===== src/rtl/accel_spi_pkg.sv =====
// Shared constants, state encoding and helpers for the
// accelerometer SPI responder.
package accel_spi_pkg;

    localparam logic [7:0] CMD_WRITE      = 8'h0A;
    localparam logic [7:0] CMD_READ       = 8'h0B;
    localparam logic [7:0] SOFT_RESET_KEY = 8'h52;

    localparam logic [7:0] ADDR_DEVID_AD   = 8'h00;
    localparam logic [7:0] ADDR_DEVID_MST  = 8'h01;
    localparam logic [7:0] ADDR_PARTID     = 8'h02;
    localparam logic [7:0] ADDR_XDATA      = 8'h08;
    localparam logic [7:0] ADDR_YDATA      = 8'h09;
    localparam logic [7:0] ADDR_ZDATA      = 8'h0A;
    localparam logic [7:0] ADDR_XL         = 8'h0E;
    localparam logic [7:0] ADDR_XH         = 8'h0F;
    localparam logic [7:0] ADDR_YL         = 8'h10;
    localparam logic [7:0] ADDR_YH         = 8'h11;
    localparam logic [7:0] ADDR_ZL         = 8'h12;
    localparam logic [7:0] ADDR_ZH         = 8'h13;
    localparam logic [7:0] ADDR_SOFT_RESET = 8'h1F;
    localparam logic [7:0] ADDR_RW_FIRST   = 8'h20;
    localparam logic [7:0] ADDR_RW_LAST    = 8'h2D;
    localparam logic [7:0] ADDR_POWER_CTL  = 8'h2D;

    localparam logic [7:0] DEVID_MST_VAL = 8'h1D;
    localparam int         RW_COUNT      = 14;

    typedef enum logic [2:0] {
        ST_IDLE,
        ST_CMD,
        ST_ADDR,
        ST_DATA_WR,
        ST_DATA_RD,
        ST_IGNORE
    } state_t;

    // High byte of a 12-bit sample, sign-extended to 8 bits.
    function automatic logic [7:0] hi_byte(input logic [11:0] v);
        return {{4{v[11]}}, v[11:8]};
    endfunction

endpackage


===== src/rtl/spi_sync_edge.sv =====
// Two-flop synchronizer with rise/fall pulses
// derived from the synchronized level.
module spi_sync_edge #(
    parameter logic INIT = 1'b0
) (
    input  logic clk,
    input  logic rstn,
    input  logic din,
    output logic dout,
    output logic rise,
    output logic fall
);

    logic meta_q, sync_q, prev_q;

    // Synchronize, then keep one more stage for edge detection.
    always_ff @(posedge clk or negedge rstn) begin
        if (!rstn) begin
            meta_q <= INIT;
            sync_q <= INIT;
            prev_q <= INIT;
        end else begin
            meta_q <= din;
            sync_q <= meta_q;
            prev_q <= sync_q;
        end
    end

    assign dout = sync_q;
    assign rise = sync_q & ~prev_q;
    assign fall = ~sync_q & prev_q;

endmodule


===== src/rtl/accel_spi_responder.sv =====
// SPI mode-0 register responder modelling an
// accelerometer: ID, sample data and R/W control bytes.
module accel_spi_responder
    import accel_spi_pkg::*;
#(
    parameter logic [7:0] DEVID_AD = 8'hAD,
    parameter logic [7:0] PARTID   = 8'hF2
) (
    input  logic        clk,
    input  logic        rstn,
    input  logic        i_accel_sclk,
    input  logic        i_accel_cs_n,
    input  logic        i_accel_mosi,
    output logic        o_accel_miso,
    input  logic [35:0] i_sample,
    input  logic        i_sample_valid,
    output logic        o_measure
);

    logic sclk_s, sclk_rise, sclk_fall;
    logic cs_s, cs_rise, cs_fall;
    logic mosi_s, mosi_rise, mosi_fall;

    spi_sync_edge #(.INIT(1'b0)) u_sclk (
        .clk(clk), .rstn(rstn), .din(i_accel_sclk),
        .dout(sclk_s), .rise(sclk_rise), .fall(sclk_fall)
    );
    spi_sync_edge #(.INIT(1'b1)) u_cs (
        .clk(clk), .rstn(rstn), .din(i_accel_cs_n),
        .dout(cs_s), .rise(cs_rise), .fall(cs_fall)
    );
    spi_sync_edge #(.INIT(1'b0)) u_mosi (
        .clk(clk), .rstn(rstn), .din(i_accel_mosi),
        .dout(mosi_s), .rise(mosi_rise), .fall(mosi_fall)
    );

    logic unused_sync;
    assign unused_sync = ^{sclk_s, cs_rise, mosi_rise, mosi_fall};

    state_t      state_q, state_d;
    logic [2:0]  bit_cnt_q;
    logic [7:0]  shift_in_q, shift_out_q, addr_q;
    logic        rd_q, miso_q, measure_q;
    logic [7:0]  rw_q [RW_COUNT];
    logic [35:0] live_q, shadow_q;
    logic [1:0]  flush_q;
    logic        armed_q;

    logic [7:0]  byte_in, rd_addr, rd_data;
    logic        last_bit, start;
    logic [11:0] xs, ys, zs;

    assign byte_in  = {shift_in_q[6:0], mosi_s};
    assign last_bit = sclk_rise && (bit_cnt_q == 3'd7) && !cs_s;
    assign start    = (state_q == ST_IDLE) && cs_fall && armed_q;
    assign xs = shadow_q[11:0];
    assign ys = shadow_q[23:12];
    assign zs = shadow_q[35:24];

    // Ignore the cs_n fall caused by the synchronizer leaving
    // its reset level; arm only once cs_n is really seen high.
    always_ff @(posedge clk or negedge rstn) begin
        if (!rstn) begin
            flush_q <= 2'd0;
            armed_q <= 1'b0;
        end else begin
            if (flush_q != 2'd3) flush_q <= flush_q + 2'd1;
            if (flush_q == 2'd3 && cs_s) armed_q <= 1'b1;
        end
    end

    // FSM state register.
    always_ff @(posedge clk or negedge rstn) begin
        if (!rstn) state_q <= ST_IDLE;
        else       state_q <= state_d;
    end

    // Next-state decode; cs_n high always aborts to IDLE.
    always_comb begin
        state_d = state_q;
        if (cs_s) begin
            state_d = ST_IDLE;
        end else begin
            unique case (state_q)
                ST_IDLE: if (start) state_d = ST_CMD;
                ST_CMD: if (last_bit) begin
                    if (byte_in == CMD_WRITE || byte_in == CMD_READ)
                        state_d = ST_ADDR;
                    else
                        state_d = ST_IGNORE;
                end
                ST_ADDR: if (last_bit)
                    state_d = rd_q ? ST_DATA_RD : ST_DATA_WR;
                default: state_d = state_q;
            endcase
        end
    end

    // Register read mux; address is the next byte to present.
    always_comb begin
        rd_addr = (state_q == ST_ADDR) ? byte_in : addr_q + 8'd1;
        rd_data = 8'h00;
        case (rd_addr)
            ADDR_DEVID_AD:  rd_data = DEVID_AD;
            ADDR_DEVID_MST: rd_data = DEVID_MST_VAL;
            ADDR_PARTID:    rd_data = PARTID;
            ADDR_XDATA:     rd_data = xs[11:4];
            ADDR_YDATA:     rd_data = ys[11:4];
            ADDR_ZDATA:     rd_data = zs[11:4];
            ADDR_XL:        rd_data = xs[7:0];
            ADDR_XH:        rd_data = hi_byte(xs);
            ADDR_YL:        rd_data = ys[7:0];
            ADDR_YH:        rd_data = hi_byte(ys);
            ADDR_ZL:        rd_data = zs[7:0];
            ADDR_ZH:        rd_data = hi_byte(zs);
            default: begin
                if (rd_addr >= ADDR_RW_FIRST && rd_addr <= ADDR_RW_LAST)
                    rd_data = rw_q[rd_addr[3:0]];
            end
        endcase
    end

    // Shift, address, register file and sample datapath.
    always_ff @(posedge clk or negedge rstn) begin
        if (!rstn) begin
            bit_cnt_q   <= 3'd0;
            shift_in_q  <= 8'h00;
            shift_out_q <= 8'h00;
            addr_q      <= 8'h00;
            rd_q        <= 1'b0;
            miso_q      <= 1'b0;
            measure_q   <= 1'b0;
            live_q      <= 36'd0;
            shadow_q    <= 36'd0;
            for (int i = 0; i < RW_COUNT; i++) rw_q[i] <= 8'h00;
        end else begin
            if (i_sample_valid) live_q <= i_sample;
            if (start) begin
                shadow_q  <= live_q;
                bit_cnt_q <= 3'd0;
            end
            if (state_q != ST_IDLE && !cs_s && sclk_rise) begin
                shift_in_q <= byte_in;
                bit_cnt_q  <= bit_cnt_q + 3'd1;
            end
            if (state_q != ST_DATA_RD || cs_s) begin
                miso_q <= 1'b0;
            end else if (sclk_fall) begin
                miso_q      <= shift_out_q[7];
                shift_out_q <= {shift_out_q[6:0], 1'b0};
            end
            if (last_bit) begin
                case (state_q)
                    ST_CMD: rd_q <= (byte_in == CMD_READ);
                    ST_ADDR: begin
                        addr_q <= byte_in;
                        if (rd_q) shift_out_q <= rd_data;
                    end
                    ST_DATA_RD: begin
                        addr_q      <= addr_q + 8'd1;
                        shift_out_q <= rd_data;
                    end
                    ST_DATA_WR: begin
                        addr_q <= addr_q + 8'd1;
                        if (addr_q == ADDR_SOFT_RESET &&
                            byte_in == SOFT_RESET_KEY) begin
                            for (int i = 0; i < RW_COUNT; i++)
                                rw_q[i] <= 8'h00;
                            measure_q <= 1'b0;
                        end else if (addr_q >= ADDR_RW_FIRST &&
                                     addr_q <= ADDR_RW_LAST) begin
                            rw_q[addr_q[3:0]] <= byte_in;
                            if (addr_q == ADDR_POWER_CTL)
                                measure_q <= (byte_in[1:0] == 2'b10);
                        end
                    end
                    default: ;
                endcase
            end
        end
    end

    assign o_accel_miso = miso_q;
    assign o_measure    = measure_q;

endmodule

===== config.mk =====
export PLATFORM = sky130hd
export DESIGN_NAME = accel_spi_responder
export DESIGN_NICKNAME = d
export VERILOG_FILES = /design/src/rtl/accel_spi_pkg.sv /design/src/rtl/spi_sync_edge.sv /design/src/rtl/accel_spi_responder.sv
export SDC_FILE = /design/constraint.sdc
export NUM_CORES = 1
export LEC_CHECK = 0
export BUFFER_PORTS_ARGS = -buffer_cell sky130_fd_sc_hd__buf_2
export CAP_MARGIN = 40
export CORE_MARGIN = 1
export CORE_UTILIZATION = 62
export CTS_CLUSTER_DIAMETER = 50
export DETAILED_ROUTE_END_ITERATION = 6
export PLACE_DENSITY = 0.8
export SYNTH_ARGS = -nofsm -noshare
export SYNTH_HDL_FRONTEND = slang
export SYNTH_SLANG_ARGS = --single-unit

===== constraint.sdc =====
create_clock -name clk -period 3.35 [get_ports clk]
set_clock_uncertainty 0.15 [all_clocks]
set_input_delay 0 -clock clk [delete_from_list [all_inputs] [get_ports clk]]
set_output_delay 0 -clock clk [all_outputs]
set_load 0.05 [all_outputs]

==> results of run 1 <==
-- per-layer routing --
| layer | vias to the layer above | share of wire, % |
|---|---|---|
| li1 | 3986 | - |
| met1 | 4378 | 40 |
| met2 | 450 | 47 |
| met3 | 120 | 7.1 |
| met4 | 0 | 5.3 |
| met5 | - | 0 |
-- power by group --
part	total, mW	internal, mW	switching [mW]	leakage [nW]
sequential	3.07	2.91	0.156	2.97
combinational	0.477	0.237	0.240	2.34
clock	2.97	1.74	1.23	0.448
-- worst register-to-register path, delay by kind of cell, from the launching register on --
kind | cells | cell delay, ps
DFF | 1 | 500
buffers and inverters | 1 | 280
AOI/OAI and AO/OA | 6 | 980
muxes | 1 | 580
and+or+nand+nor | 1 | 580
-- sequential cells by signal, summed over array words and instances (netlist names), 2 cells and up --
| register | cells |
|---|---|
| flush_q | 2 |
| bit_cnt_q | 3 |
| state_q | 3 |
| shadow_q | 36 |
| shift_out_q | 8 |
| rw_q | 112 |
| shift_in_q | 7 |
| addr_q | 8 |
| live_q | 36 |
-- path summary, 6_finish.rpt --
kind | endpoint | slack (ps) | cells past startpoint
worst max register to register | shift_out_q[4]$_DFF_PN0_ | 190 | 9
worst max-delay path | shift_out_q[4]$_DFF_PN0_ | 190 | 9
min in group clk | live_q[32]$_DFFE_PN0P_ | 60 | 2
worst min register to register | u_cs.dout$_DFF_PN1_ | 210 | 0
worst min-delay path | rw_q[70]$_DFFE_PN0P_ | -20 | 2
max in group asynchronous | u_cs.dout$_DFF_PN1_ | 2190 | 3
-- cell usage after synthesis (all sizes together) (12+ instances only) --
| cell | number |
|---|---|
| dfrtp | 224 |
| nand2 | 191 |
| mux2 | 86 |
| a22o | 74 |
| o21ai | 72 |
| nand3 | 51 |
| a21oi | 44 |
| clkbuf | 39 |
| nor2 | 34 |
| buf | 28 |
| mux2i | 28 |
| inv | 22 |
| a22oi | 14 |
| nor3 | 12 |
-- layout by cell type, fill, tap and decap left out, types with 4 or more instances in the layout --
cell type / instances
inv_8: 4
a22o_1: 74
nor3b_1: 6
nand2b_1: 4
a211oi_1: 4
mux2_2: 84
or3_1: 5
nor2_1: 34
inv_1: 21
a21oi_1: 41
buf_4: 30
o31ai_1: 4
clkbuf_1: 8
xnor2_1: 6
clkbuf_16: 29
a31oi_1: 9
nand3b_1: 4
a21o_1: 7
ha_1: 8
nor3_1: 12
o22ai_1: 7
dfrtp_1: 224
nor4b_1: 4
clkinv_2: 4
a22oi_1: 14
o21ai_0: 56
and3_1: 11
buf_2: 42
o21ai_1: 16
nand2_1: 190
nand3_1: 51
mux2i_1: 27
dlygate4sd3_1: 43
-- layout make-up --
cell class	instances	area, µm²	share of cell area, %
well taps	225	281.5	2.199
clock buffers	39	783.3	6.117
clock inverters	13	128.9	1.006
inverters	22	82.58	0.6449
repair buffers	119	940.9	7.348
multi-input cells	742	4903	38.29
flip-flops and latches	227	5684	44.39
-- kinds of logic after synthesis --
kind of cell	Yosys count	synth area share, %
AOI/OAI and AO/OA	273	17.43
buffers and inverters	89	3.592
DFF	227	51.80
muxes	114	11.53
and+or+nand+nor	339	14.09
adders and majority gates	8	0.9122
xor gates and xnor gates	8	0.6386
==> flow_summary.toml, run 1 <==
[cells_and_area]
insertedDiodeCount = 0
nFillCells = 1182
final_cell_area_um2 = 12800
fin_util_pct = 74.03
final_cells = 1387
fin_nets = 1190
layout-drive-gt1-share_pct = 19.28
syn2layout_area_growth_pct = 16.69

[sta]
setup_viol = 0
whs_ps = -24.58
slew_viol_final = 0
final.min_clock_period_ps = 3156
tightestPinTransition_ps = 858.2
max_freq_mhz = 316.9
slew_headroom_pct = 42.79
setup_ws_ps = 194.5
rsz0062_at_grt = "false"
fin_tns_setup_ps = 0
finalHoldViolations = 49
finalCritPeriodShare_pct = 94.19

[routing]
detail-route-antenna-nets = 0
wirelength_mm = 30.54
wl_per_cell_um = 22.02
drtPass1Iterations = 5
drt-initial-drc-count = 1002
vias_per_cell = 6.441
vias = 8934
route.detailed.drc = 0

[cts]
cts.path.max_buffers = 3
cts_buffers = 28
clkLatencyLatePin_ps = 540
post_cts_resized = 0
cts_sinks = 227
htreeDepth = 1
cts_tree = "yes"
cts_root_buf = "clkbuf_16"
cts_setup_buffers = 0
clk_pin_slew_ps = 60
cts_hold_buf = 43

[placed_design]
globalplace.congestion = 0.9447
dp_slack_ps = 308.1
port_buffers = 43
place_area_um2 = 11460
place_inst = 1292
dp_hpwl_mm = 19.28

[logic_synthesis]
synthCells = 1058
synth-async-reset-ratio_pct = 100.0
synth-seq-cells = 227
synth_flop_cell = "dfrtp_1"
synthTopCellsByArea = "dfrtp_1, mux2_2, nand2_1"
post_synth_num_cell_types = 72
synth_nets = 1108
yosysSeqAreaShare_pct = 51.80
netlist.area_leader.share_pct = 51.08
synth_edf_count = 0
yosysWarningCount = 0
synth.avg_cell_area_um2 = 10.37
synth_top_cell_by_area = "dfrtp_1"
syn_area_um2 = 10970

[floorplanning]
rows = 48
fp.dieH_um = 135.0
start_util_pct = 63.44
design.die.area_um2 = 18230
ios = 44
fp.dieW_um = 135.0
coreArea_um2 = 17300

[hold_path]
hold_class = "in -> async"

[critical_path]
path_class = "reg -> reg"
startpoint = "state_q[0]$_DFFE_PN0P_"
worstPathMaxFanout = 21
end_kind = "register"
crit_buf_inv = 1
cp.required_ps = 3650
crit_slowest_cell = "or3b_4"
path_common_cell = "o22ai_1"
critPathArrivalTime_ps = 3450
path_delay_family = "compound AO/OA/AOI/OAI gates"
rr_startpoint = "state_q[0]$_DFFE_PN0P_"
cp_cell_sequence = "or3b_4, mux2i_4, buf_4, a21oi_1, a22oi_1, o22ai_1, a211oi_1, o22ai_1, a31oi_1"
slowest_delay_ps = 580
start_kind = "register"

[job]
max-cap-violations = 0

[grt]
grt.met2_usage_pct = 56.50
antenna_found_initial = 0
grt_pass1_vias = 9064
use_met3_pct = 5.518
busiest_layer = "met2"
grt_pass1_wl_mm = 49.13
grt_overflow = 0
use_met1_pct = 45.83
grt_use_total_pct = 35.01
grt_max_degree = 107

[power]
p_per_area_nw_per_um2 = 508.5
p_leak_nw = 5.763
p_total_mw = 6.511
peakVddDrop_v = 0.0004626

[status]
violations = "negative hold slack"
status = "complete, but fails checks"
Note: power is estimated with default switching activity, not from simulation.
==> inputs of run 2 (changes only) <==
Settings changed: CAP_MARGIN 40 to 10, CORE_UTILIZATION 62 to 64, CTS_BUF_LIST set to sky130_fd_sc_hd__clkbuf_4 sky130_fd_sc_hd__clkbuf_8, PLACE_DENSITY 0.8 to 0.82.
Clock period 3.35 ns to 3.4 ns, I/O delays scaled along.
==> run 2 against run 1 <==
Compared with the run above:
- the flow now finishes without violations
- die area shrank 3.1%
- worst hold slack better by 46 ps
- critical path depth stayed put
- count of clock-buffer cells in the layout rose by 23
- wire length is 6.9% higher
- utilization up 2.6 points
- clock power decreased by 9.4%
- global-route usage is 3.4 points higher
- critical path type unchanged
- critical endpoint unchanged
- largest power group unchanged
==> flow_summary.toml, run 2 (synthesis results as in run 1) <==
[status]
status = "finished clean"

[floorplanning]
design.die.area_um2 = 17670
coreArea_um2 = 16640
fp.dieW_um = 132.9
fp.dieH_um = 132.9
rows = 47
ios = 44
start_util_pct = 65.93

[sta]
final.min_clock_period_ps = 3152
slew_viol_final = 0
rsz0062_at_grt = "false"
tightestPinTransition_ps = 927.1
max_freq_mhz = 317.3
setup_viol = 0
fin_tns_setup_ps = 0
finalCritPeriodShare_pct = 92.70
slew_headroom_pct = 38.19
finalHoldViolations = 0
setup_ws_ps = 248.0
whs_ps = 21.09

[critical_path]
path_common_cell = "o22ai_1"
path_delay_family = "compound AO/OA/AOI/OAI gates"
crit_slowest_cell = "mux2i_4"
end_kind = "register"
path_class = "reg -> reg"
cp.required_ps = 3700
crit_buf_inv = 1
worstPathMaxFanout = 21
cp_cell_sequence = "or3b_4, mux2i_4, buf_4, a21oi_1, a22oi_1, o22ai_1, a211oi_1, o22ai_1, a31oi_1"
start_kind = "register"
critPathArrivalTime_ps = 3450
slowest_delay_ps = 600

[cells_and_area]
final_cells = 1399
fin_nets = 1202
insertedDiodeCount = 0
top_regs = "rw_q: 112 flops, live_q: 36 flops, shadow_q: 36 flops"
fin_util_pct = 76.63
final_cell_mix = "dfrtp_1, nand2_1, mux2_2, a22o_1, o21ai_0"
syn2layout_area_growth_pct = 16.21
largest-register = "rw_q"
layout_commonest_cell = "dfrtp_1"
layout-drive-gt1-share_pct = 21.12
largest_reg_flops = 112

[routing]
vias = 9309
wirelength_mm = 32.64
detail-route-antenna-nets = 0
vias_per_cell = 6.654
drt-initial-drc-count = 1362
wl_per_cell_um = 23.33
route.detailed.drc = 0
drtPass1Iterations = 6

[placed_design]
dp_slack_ps = 329.4
dp_hpwl_mm = 19.84
place_inst = 1288
port_buffers = 43
globalplace.congestion = 1.014

[grt]
grt_use_total_pct = 38.46
grt_pass1_wl_mm = 52.01
antenna_found_initial = 0
grt_pass1_vias = 9407
grt_max_degree = 128
grt_overflow = 0

[cts]
clk_pin_slew_ps = 80
htreeDepth = 2
post_cts_resized = 0
cts_tree = "yes"
clkLatencyLatePin_ps = 560
cts_buffers = 39
cts_sinks = 227
cts.path.max_buffers = 3
cts_root_buf = "clkbuf_8"
cts_hold_buf = 43
cts_setup_buffers = 0

[power]
p_per_area_nw_per_um2 = 487.6
p_leak_nw = 5.774
peakVddDrop_v = 0.0004639

[job]
max-cap-violations = 0

[hold_path]
hold_class = "in -> reg"
-- run 2: changes by cell type in the layout (fill, tap and decap cells not counted), sizes merged --
cell / delta
buf: +1
clkbuf: +23
clkinv: -3
inv: -4
-- run 2: final cells by class --
type	count	area, µm²
inverter	22	82.58
sequential	227	5684
timing repair buffer	120	960.9
multi-input combinational	742	4903
clock inverter	6	61.31
fill	1058	3890
tap	220	275.3
clock buffer	62	784.5
-- run 2: final timing paths --
kind | slack [ps] | depth (start not counted) | from | to
worst max-delay path | 250 | 9 | state_q[1]$_DFFE_PN0P_ | shift_out_q[4]$_DFF_PN0_
worst min-delay path | 20 | 2 | i_sample_valid | live_q[24]$_DFFE_PN0P_
worst max register to register | 250 | 9 | state_q[1]$_DFFE_PN0P_ | shift_out_q[4]$_DFF_PN0_
worst min register to register | 200 | 0 | u_mosi.meta_q$_DFF_PN0_ | u_mosi.dout$_DFF_PN0_
max in group asynchronous | 2230 | 3 | rstn | u_cs.prev_q$_DFF_PN1_
min in group asynchronous | 30 | 2 | rstn | rw_q[74]$_DFFE_PN0P_
-- run 2: worst reg2reg max path: cells and delay by family (launching register included) --
family	cells	cell delay [ps]
compound gates	6	890
buf+inv	1	260
flops	1	560
mux	1	610
simple gates	1	590
-- run 2: stage by stage --
| step | instance area (µm²) | power (mW) |
|---|---|---|
| detailed placement | 11480 | 3.477 |
| global route | 12750 | 6.378 |
| CTS | 12750 | 6.138 |
| floorplan | 10970 | 3.256 |
| finish | 12750 | 6.218 |
| global placement | 11480 | 3.452 |
-- run 2: per-layer routing --
| metal | part of all wire (%) | vias to the layer above | global-route usage [%] | wire, µm |
|---|---|---|---|---|
| met5 | 0 | - | 0 | 0 |
| met4 | 6.4 | 0 | 23.31 | 2091 |
| met3 | 9.5 | 163 | 7.586 | 3086 |
| met2 | 47 | 638 | 61.84 | 15350 |
| met1 | 37 | 4496 | 48.31 | 12120 |
| li1 | - | 4012 | - | - |
-- run 2: report_power, final --
group / switching (mW) / internal, mW
clock: 1.15 / 1.54
sequential: 0.194 / 2.87
combinational: 0.237 / 0.232
total: 1.58 / 4.64
==> inputs of run 3 (changes only) <==
Settings changed: CORE_UTILIZATION 64 to 55, PLACE_DENSITY 0.82 to 0.72.
==> run 3 against run 2 <==
Compared with the run above:
- largest cell class unchanged
- first-iteration DRC count fell by 45%
- die area grew 16%
- flip-flop and latch count unchanged
- wire length fell by 6.0%
- worst hold slack better by 4.8 ps
- clock power shrank 7.8%
- critical endpoint unchanged
==> flow_summary.toml, run 3 (synthesis results as in run 1) <==
[critical_path]
start_kind = "register"
worstPathMaxFanout = 21
cp.required_ps = 3720
end_kind = "register"
critPathArrivalTime_ps = 3600
path_class = "reg -> reg"
regToRegSetupSlack_ps = 120

[cts]
cts_tree = "yes"
post_cts_resized = 0
cts_root_buf = "clkbuf_8"
cts_sinks = 227
clkLatencyLatePin_ps = 550
cts.path.max_buffers = 3
clk_pin_slew_ps = 70
cts_setup_buffers = 0
cts_buffers = 38
htreeDepth = 2

[sta]
rsz0062_at_grt = "false"
finalHoldViolations = 0
tightestPinTransition_ps = 876.5
finalCritPeriodShare_pct = 96.57
whs_ps = 25.92
slew_viol_final = 0
setup_viol = 0
final.min_clock_period_ps = 3283
slew_headroom_pct = 40.95
max_freq_mhz = 304.6
fin_tns_setup_ps = 0

[routing]
wl_per_cell_um = 21.19
detail-route-antenna-nets = 0
vias_per_cell = 6.138
wirelength_mm = 30.67
drtPass1Iterations = 6
drt-initial-drc-count = 748
vias = 8882
route.detailed.drc = 0

[floorplanning]
design.die.area_um2 = 20520
ios = 44
fp.dieW_um = 143.2
coreArea_um2 = 19530
fp.dieH_um = 143.2
start_util_pct = 56.20
rows = 51

[cells_and_area]
nFillCells = 1568
layout_commonest_cell = "dfrtp_1"
largest-register = "rw_q"
top_regs = "rw_q: 112 flops, live_q: 36 flops, shadow_q: 36 flops"
final_cell_mix = "dfrtp_1, nand2_1, mux2_2, a22o_1, o21ai_0"
layout-drive-gt1-share_pct = 21.24
fin_nets = 1206
largest_reg_flops = 112
syn2layout_area_growth_pct = 16.61
fin_util_pct = 65.53
insertedDiodeCount = 0

[grt]
grt_overflow = 0
antenna_found_initial = 0
grt_max_degree = 68
grt_use_total_pct = 31.17
grt_pass1_vias = 8741
grt_pass1_wl_mm = 48.32

[power]
peakVddDrop_v = 0.0003465
p_leak_nw = 5.768
p_per_area_nw_per_um2 = 465.9

[status]
status = "finished clean"

[placed_design]
port_buffers = 43
globalplace.congestion = 0.9286
dp_hpwl_mm = 19.55

[job]
max-cap-violations = 0

[hold_path]
hold_class = "in -> reg"
-- run 3: repair_timing --
item                       in CTS  in global routing
setup endpoints to repair       0                  0
hold buffers                   45                  0
hold endpoints to repair      263                  0
-- run 3: power by group --
part           switching (mW)  total, mW  internal [mW]
registers               0.169       3.04           2.87
clock network            1.12       2.48           1.36
logic                   0.208      0.441          0.233
-- run 3: worst paths after layout --
| kind | start | depth (start not counted) | end |
|---|---|---|---|
| setup / recovery | state_q[1]$_DFFE_PN0P_ | 8 | shift_out_q[4]$_DFF_PN0_ |
| hold / removal | i_sample_valid | 2 | live_q[24]$_DFFE_PN0P_ |
| setup reg to reg | state_q[1]$_DFFE_PN0P_ | 8 | shift_out_q[4]$_DFF_PN0_ |
| hold reg to reg | u_mosi.meta_q$_DFF_PN0_ | 0 | u_mosi.dout$_DFF_PN0_ |
| max in group asynchronous | rstn | 4 | rw_q[26]$_DFFE_PN0P_ |
| min in group asynchronous | rstn | 3 | rw_q[84]$_DFFE_PN0P_ |
-- run 3: critical path: stages, from the launching register on --
cell and delay [ps]:
dfrtp_1 540, or3b_4 580, mux2i_4 660, a21oi_1 150
a22oi_1 270, o22ai_1 140, a211oi_1 390, o22ai_1 150
a31oi_1 160
-- run 3: stage by stage --
stage / worst slack, ps / instance area (µm²) / total power, mW / cells
4_1_cts: 206.6 / 12800 / 5.970 / 1447
3_5_place_dp: 208.5 / 11550 / 3.476 / 1336
2_1_floorplan: 806.0 / 10970 / 3.256 / 1058
6_report: 116.7 / 12800 / 5.962 / 1447
3_3_place_gp: 260.3 / 11550 / 3.456 / 1336
5_1_grt: 17.91 / 12800 / 6.170 / 1447
-- run 3: final cells by class --
cell class,count,area [µm²],share of cell area (%)
Clock inverter,7,48.80,0.3813
Multi-Input combinational cell,742,4903,38.32
Tap cell,265,331.6,2.591
Clock buffer,59,724.4,5.661
Timing Repair Buffer,125,1021,7.979
Sequential cell,227,5684,44.42
Inverter,22,82.58,0.6454
-- run 3: per-layer routing --
layer	global-route usage [%]	wire, µm	vias to the layer above
li1	-	-	4019
met1	41.83	12870	4418
met2	50.60	14600	363
met3	4.527	2040	82
met4	13.33	1158	0
met5	0	0	-
